[src/rtl/cpu_pkg.sv]
// Shared core definitions used by the register-file dump reader:
// FSM state encoding, frame constants and the word-to-byte selector.
package cpu_pkg;

  typedef enum logic [2:0] {
    S_IDLE,
    S_HEADER,
    S_FETCH,
    S_SEND,
    S_CSUM,
    S_DONE
  } dump_state_t;

  localparam logic [7:0] DUMP_HEADER = 8'hA5;
  localparam int         NUM_REGS    = 32;
  localparam int         DUMP_BYTES  = 130;

  // Big-endian byte select: index 0 is the most significant byte.
  function automatic logic [7:0] word_byte(input logic [31:0] word, input logic [1:0] idx);
    logic [7:0] b;
    case (idx)
      2'd0:    b = word[31:24];
      2'd1:    b = word[23:16];
      2'd2:    b = word[15:8];
      default: b = word[7:0];
    endcase
    return b;
  endfunction

endpackage

[src/rtl/regfile_dump_if.sv]
// Valid/ready byte stream from the dump reader to the UART transmitter.
interface regfile_dump_if;
  logic [7:0] tx_data;
  logic       tx_valid;
  logic       tx_ready;

  modport master (output tx_data, output tx_valid, input tx_ready);
  modport slave  (input tx_data, input tx_valid, output tx_ready);
endinterface

[src/rtl/regfile_dump.sv]
// Walks x0..x31 through a dedicated read port and streams a framed packet:
// header byte, 128 big-endian data bytes, XOR checksum of the data bytes.
module regfile_dump
  import cpu_pkg::*;
#(
  parameter logic [7:0] HEADER = DUMP_HEADER
) (
  input  logic        clk,
  input  logic        reset,
  input  logic        start,
  output logic [4:0]  rd_addr,
  input  logic [31:0] rd_data,
  output logic        busy,
  output logic        done,
  regfile_dump_if.master tx
);

  localparam logic [4:0] LAST_REG = 5'(NUM_REGS - 1);

  dump_state_t state;
  logic [4:0]  reg_cnt;
  logic [1:0]  byte_idx;
  logic [31:0] word;
  logic [7:0]  csum;
  logic [7:0]  cur_byte;

  // NOTE: every branch of a combinational block must assign its outputs;
  // the default first line keeps synthesis from inferring a latch.
  always_comb begin
    cur_byte = 8'h00;
    case (state)
      S_HEADER: cur_byte = HEADER;
      S_SEND:   cur_byte = word_byte(word, byte_idx);
      S_CSUM:   cur_byte = csum;
      default:  cur_byte = 8'h00;
    endcase
  end

  // Outputs decode registered state only; nothing from tx_ready or rd_data
  // reaches an output combinationally.
  assign tx.tx_data  = cur_byte;
  assign tx.tx_valid = (state == S_HEADER) || (state == S_SEND) || (state == S_CSUM);
  assign busy        = (state == S_HEADER) || (state == S_FETCH) ||
                       (state == S_SEND)   || (state == S_CSUM);
  assign done        = (state == S_DONE);
  assign rd_addr     = reg_cnt;

  // NOTE: sequential state uses non-blocking assignments so every register
  // samples pre-edge values regardless of statement order.
  always_ff @(posedge clk) begin
    if (reset) begin
      state    <= S_IDLE;
      reg_cnt  <= '0;
      byte_idx <= '0;
      csum     <= '0;
      word     <= '0;
    end else begin
      case (state)
        S_IDLE: begin
          if (start) begin
            state   <= S_HEADER;
            reg_cnt <= '0;
            csum    <= '0;
          end
        end
        S_HEADER: begin
          if (tx.tx_ready) state <= S_FETCH;
        end
        S_FETCH: begin
          word     <= rd_data;
          byte_idx <= '0;
          state    <= S_SEND;
        end
        S_SEND: begin
          if (tx.tx_ready) begin
            csum <= csum ^ cur_byte;
            if (byte_idx == 2'd3) begin
              // Termination is an explicit compare; the counter never wraps.
              if (reg_cnt == LAST_REG) begin
                state <= S_CSUM;
              end else begin
                reg_cnt <= reg_cnt + 5'd1;
                state   <= S_FETCH;
              end
            end else begin
              byte_idx <= byte_idx + 2'd1;
            end
          end
        end
        S_CSUM: begin
          if (tx.tx_ready) state <= S_DONE;
        end
        S_DONE:  state <= S_IDLE;
        default: state <= S_IDLE;
      endcase
    end
  end

endmodule

[src/flat_wrapper.sv]
// flat-port wrapper written by rule: the top's interface ports become plain ports
module regfile_dump_flat import cpu_pkg::*;
#(
  parameter logic [7:0] HEADER = DUMP_HEADER
)
  (clk, reset, start, rd_addr, rd_data, busy, done, tx_tx_data, tx_tx_valid, tx_tx_ready);
  regfile_dump_if tx_i ();
  input  logic clk;
  input  logic reset;
  input  logic start;
  output logic [4:0] rd_addr;
  input  logic [31:0] rd_data;
  output logic busy;
  output logic done;
  output wire logic [$bits(tx_i.tx_data)-1:0] tx_tx_data;
  output wire logic [$bits(tx_i.tx_valid)-1:0] tx_tx_valid;
  input wire logic [$bits(tx_i.tx_ready)-1:0] tx_tx_ready;
  assign tx_tx_data = tx_i.tx_data;
  assign tx_tx_valid = tx_i.tx_valid;
  assign tx_i.tx_ready = tx_tx_ready;
  regfile_dump #(.HEADER(HEADER)) u_core (.clk(clk), .reset(reset), .start(start), .rd_addr(rd_addr), .rd_data(rd_data), .busy(busy), .done(done), .tx(tx_i));
endmodule
[config.mk]
export PLATFORM = sky130hd
export DESIGN_NAME = regfile_dump_flat
export DESIGN_NICKNAME = d
export VERILOG_FILES = /design/src/rtl/cpu_pkg.sv /design/src/rtl/regfile_dump_if.sv /design/src/rtl/regfile_dump.sv /design/src/flat_wrapper.sv
export SDC_FILE = /design/constraint.sdc
export NUM_CORES = 1
export LEC_CHECK = 0
export BUFFER_PORTS_ARGS = -buffer_cell sky130_fd_sc_hd__buf_2
export CAP_MARGIN = 20
export CORE_MARGIN = 1
export CORE_UTILIZATION = 40
export CTS_BUF_LIST = sky130_fd_sc_hd__clkbuf_4
export DETAILED_ROUTE_END_ITERATION = 8
export GPL_ROUTABILITY_DRIVEN = 0
export PLACE_DENSITY = 0.69
export SETUP_SLACK_MARGIN = 0.3
export SLEW_MARGIN = 10
export SYNTH_ARGS = -nofsm -noshare
export SYNTH_HDL_FRONTEND = slang
export SYNTH_SLANG_ARGS = --single-unit
export TNS_END_PERCENT = 20
[constraint.sdc]
create_clock -name clk -period 5.99 [get_ports clk]
set_clock_uncertainty 0.2 [all_clocks]
set_input_delay 0.8985 -clock clk [delete_from_list [all_inputs] [get_ports clk]]
set_output_delay 0.8985 -clock clk [all_outputs]
set_load 0.005 [all_outputs]
==> reports/metrics.yaml <==
nNetsFinal: 389
fill_cells: 576
grt_pass1_vias: 1966
fin_ws_ns: 2.48
synthTopCellsByCount: "nand2_1, dfxtp_1, a21oi_1"
clockBufferDepth: 2
place_ws_ns: 2.97
synth_top_area_cell: "dfxtp_1"
grt-ovfl-total: 0
grt_max_degree: 43
p_leak_nw: 1.08
multi_input_area_sq_mm: 0.00131
stdcell_area_sq_mm: 0.00280
cp-end-kind: "primary output"
fp.dieW_um: 80.2
cp.arrival_ns: 2.42
cts_resized: 0
synthXorXnorAreaFrac: 0
ir_drop_mv: 0.115
synth.most_common_cell: "nand2_1"
die_h_um: 80.2
switching_share: 0.269
syn_area_per_cell_sq_um: 7.90
ys_warn_count: 0
path_class: "register to primary output"
drt_first_iter_violations: 171
fmaxAchievable_mhz: 285
power_w: 0.000635
utilization: 0.472
finalCriticalPeriod_ns: 3.51
synth-edff-count: 0
ctsHoldBuffers: 0
ys.flop_type: "dfxtp_1"
clk_latency_ns: 0.37
synth_cell_type_count: 42
fp.coreArea_sq_mm: 0.00592
cts_setup_buffers: 0
yosys_register_bits: 50
synth.top_cell.area_share: 0.409
tightestPinTransition_ns: 1.00
yosysSeqAreaShare: 0.409
start_util: 0.414
final_antenna_net_count: 0
synth_top_family_by_area: "simple AND/OR/NAND/NOR gates"
grt_pass1_wl_um: 9370
via_count: 2247
grt_antenna_before_repair: 0
crit_required_ns: 4.89
synth_compound_area_frac: 0.235
yosys.area_share.simple: 0.251
area_delta_synth_final_pct: 14.2
critPathMaxFanout: 21
clk_pin_slew_ns: 0.16
clkPwrFrac: 0.323
netlist_instances: 310
worstSetupStartpointType: "register"
vias_per_cell: 5.31
power.density_mw_per_mm2: 227
seq_area_sq_mm: 0.00100
placed_area_sq_mm: 0.00271
rows: 28
dieArea_sq_mm: 0.00644
totalWireLength_um: 5890
htree_levels: 2
cts_root_buf: "clkbuf_4"
synthArstFlopShare: 0
max_slew_margin: 0.330
hold_class: "register to register"
internal_power_w: 0.000464
grt_use_total: 0.190
route.detailed.drc: 0
setup-violations-final: 0
synthMuxAreaShare: 0.0169
ios: 52
firstDrtPassIters: 4
p_seq_frac: 0.558
antennaDiodeCount: 0
rsz0062_at_grt: "false"
status: "finished clean"
synth_nets: 352
hold_viol_final: 0
cts_tree: "built"
yosys.area_share.adder: 0.0307
cts_made_buffers: 5
min_period_over_period: 0.587
synth.area.top_cells: "dfxtp_1, nand2_1, a21oi_1"
dp_hpwl_um: 4210
power_frac_comb: 0.119
power_switching_w: 0.000171
post_drt_wl_per_cell_um: 13.9
portBuffers: 51
fin_setup_tns_ns: 0
max_cap_viol_count: 0
drv_slew: 0
cts.sinks: 50
synth_area_sq_mm: 0.00245
drive_gt1_frac: 0.190
==> cell type report <==
class,count,share of cell area
flip-flops and latches,50,0.358
multi-input cells,227,0.469
clock inverters,3,0.0170
clock buffers,5,0.0134
inverters,11,0.0148
well taps,75,0.0336
repair buffers,52,0.0940
==> layout by cell type, fill, tap and decap left out, drive strengths merged, types with 2 or more instances in the layout <==
cell type	n
or3	5
nand3	14
a21oi	49
o21a	5
nand4	2
inv	12
nor4	3
a221o	4
nand2	67
nor2	12
a221oi	5
o21ai	6
buf	52
a21boi	5
nand2b	5
a22o	2
nor4b	2
nor3b	6
clkbuf	5
a21o	5
or3b	2
a22oi	8
ha	6
mux2i	3
nor2b	3
dfxtp	50
==> power by group through the flow <==
stage | clock network, W | registers, W | logic (W)
after floorplan | 0 | 0.000355 | 0.0000534
after global placement | 0 | 0.000361 | 0.0000748
after detailed placement | 0 | 0.000361 | 0.0000759
after CTS | 0.000210 | 0.000354 | 0.0000763
after global routing | 0.000224 | 0.000356 | 0.0000844
final | 0.000205 | 0.000354 | 0.0000758
==> sequential cells by signal, summed over array words and instances (netlist names) <==
register         cells
u_core.byte_idx      2
u_core.csum          8
u_core.rd_addr       5
u_core.state         3
u_core.word         32
==> path summary, 6_finish.rpt <==
path / startpoint / endpoint / slack, ns / cells past startpoint
worst max-delay path: u_core.state[1] / tx_tx_data[3] / 2.48 / 4
worst min-delay path: u_core.word[7] / u_core.word[7] / 0.27 / 2
worst max register to register: u_core.state[1] / u_core.csum[3] / 3.51 / 4
worst min register to register: u_core.word[7] / u_core.word[7] / 0.27 / 2
==> through the flow <==
stage / hold slack, ns / std cells
after floorplan: 0.236 / 310
after global placement: 0.243 / 415
after detailed placement: 0.247 / 415
after CTS: 0.265 / 423
after global routing: 0.280 / 423
final: 0.266 / 423
==> routing by layer <==
| metal | vias up | track usage | share of wire |
|---|---|---|---|
| met4 | 0 | 0.0643 | 0.014 |
| li1 | 1153 | - | - |
| met3 | 9 | 0.0364 | 0.050 |
| met2 | 59 | 0.285 | 0.45 |
| met1 | 1026 | 0.270 | 0.48 |
| met5 | - | 0 | 0 |
==> cells by family (layout without fill, tap and decap cells) <==
| group | count (synthesis) | after routing |
|---|---|---|
| AND/OR/NAND/NOR | 126 | 126 |
| multiplexers | 4 | 4 |
| AO/OA/AOI/OAI | 91 | 91 |
| adder cells (fa/ha/maj) | 6 | 6 |
| buffers and inverters | 33 | 71 |
| flip-flops | 50 | 50 |
==> critical path, cell delays in order, from the launching register on <==
cell	delay, ns
dfxtp_1	0.75
nand3b_1	0.47
a221oi_1	0.57
a21o_1	0.14
buf_2	0.10
Note: power is estimated with default switching activity, not from simulation.
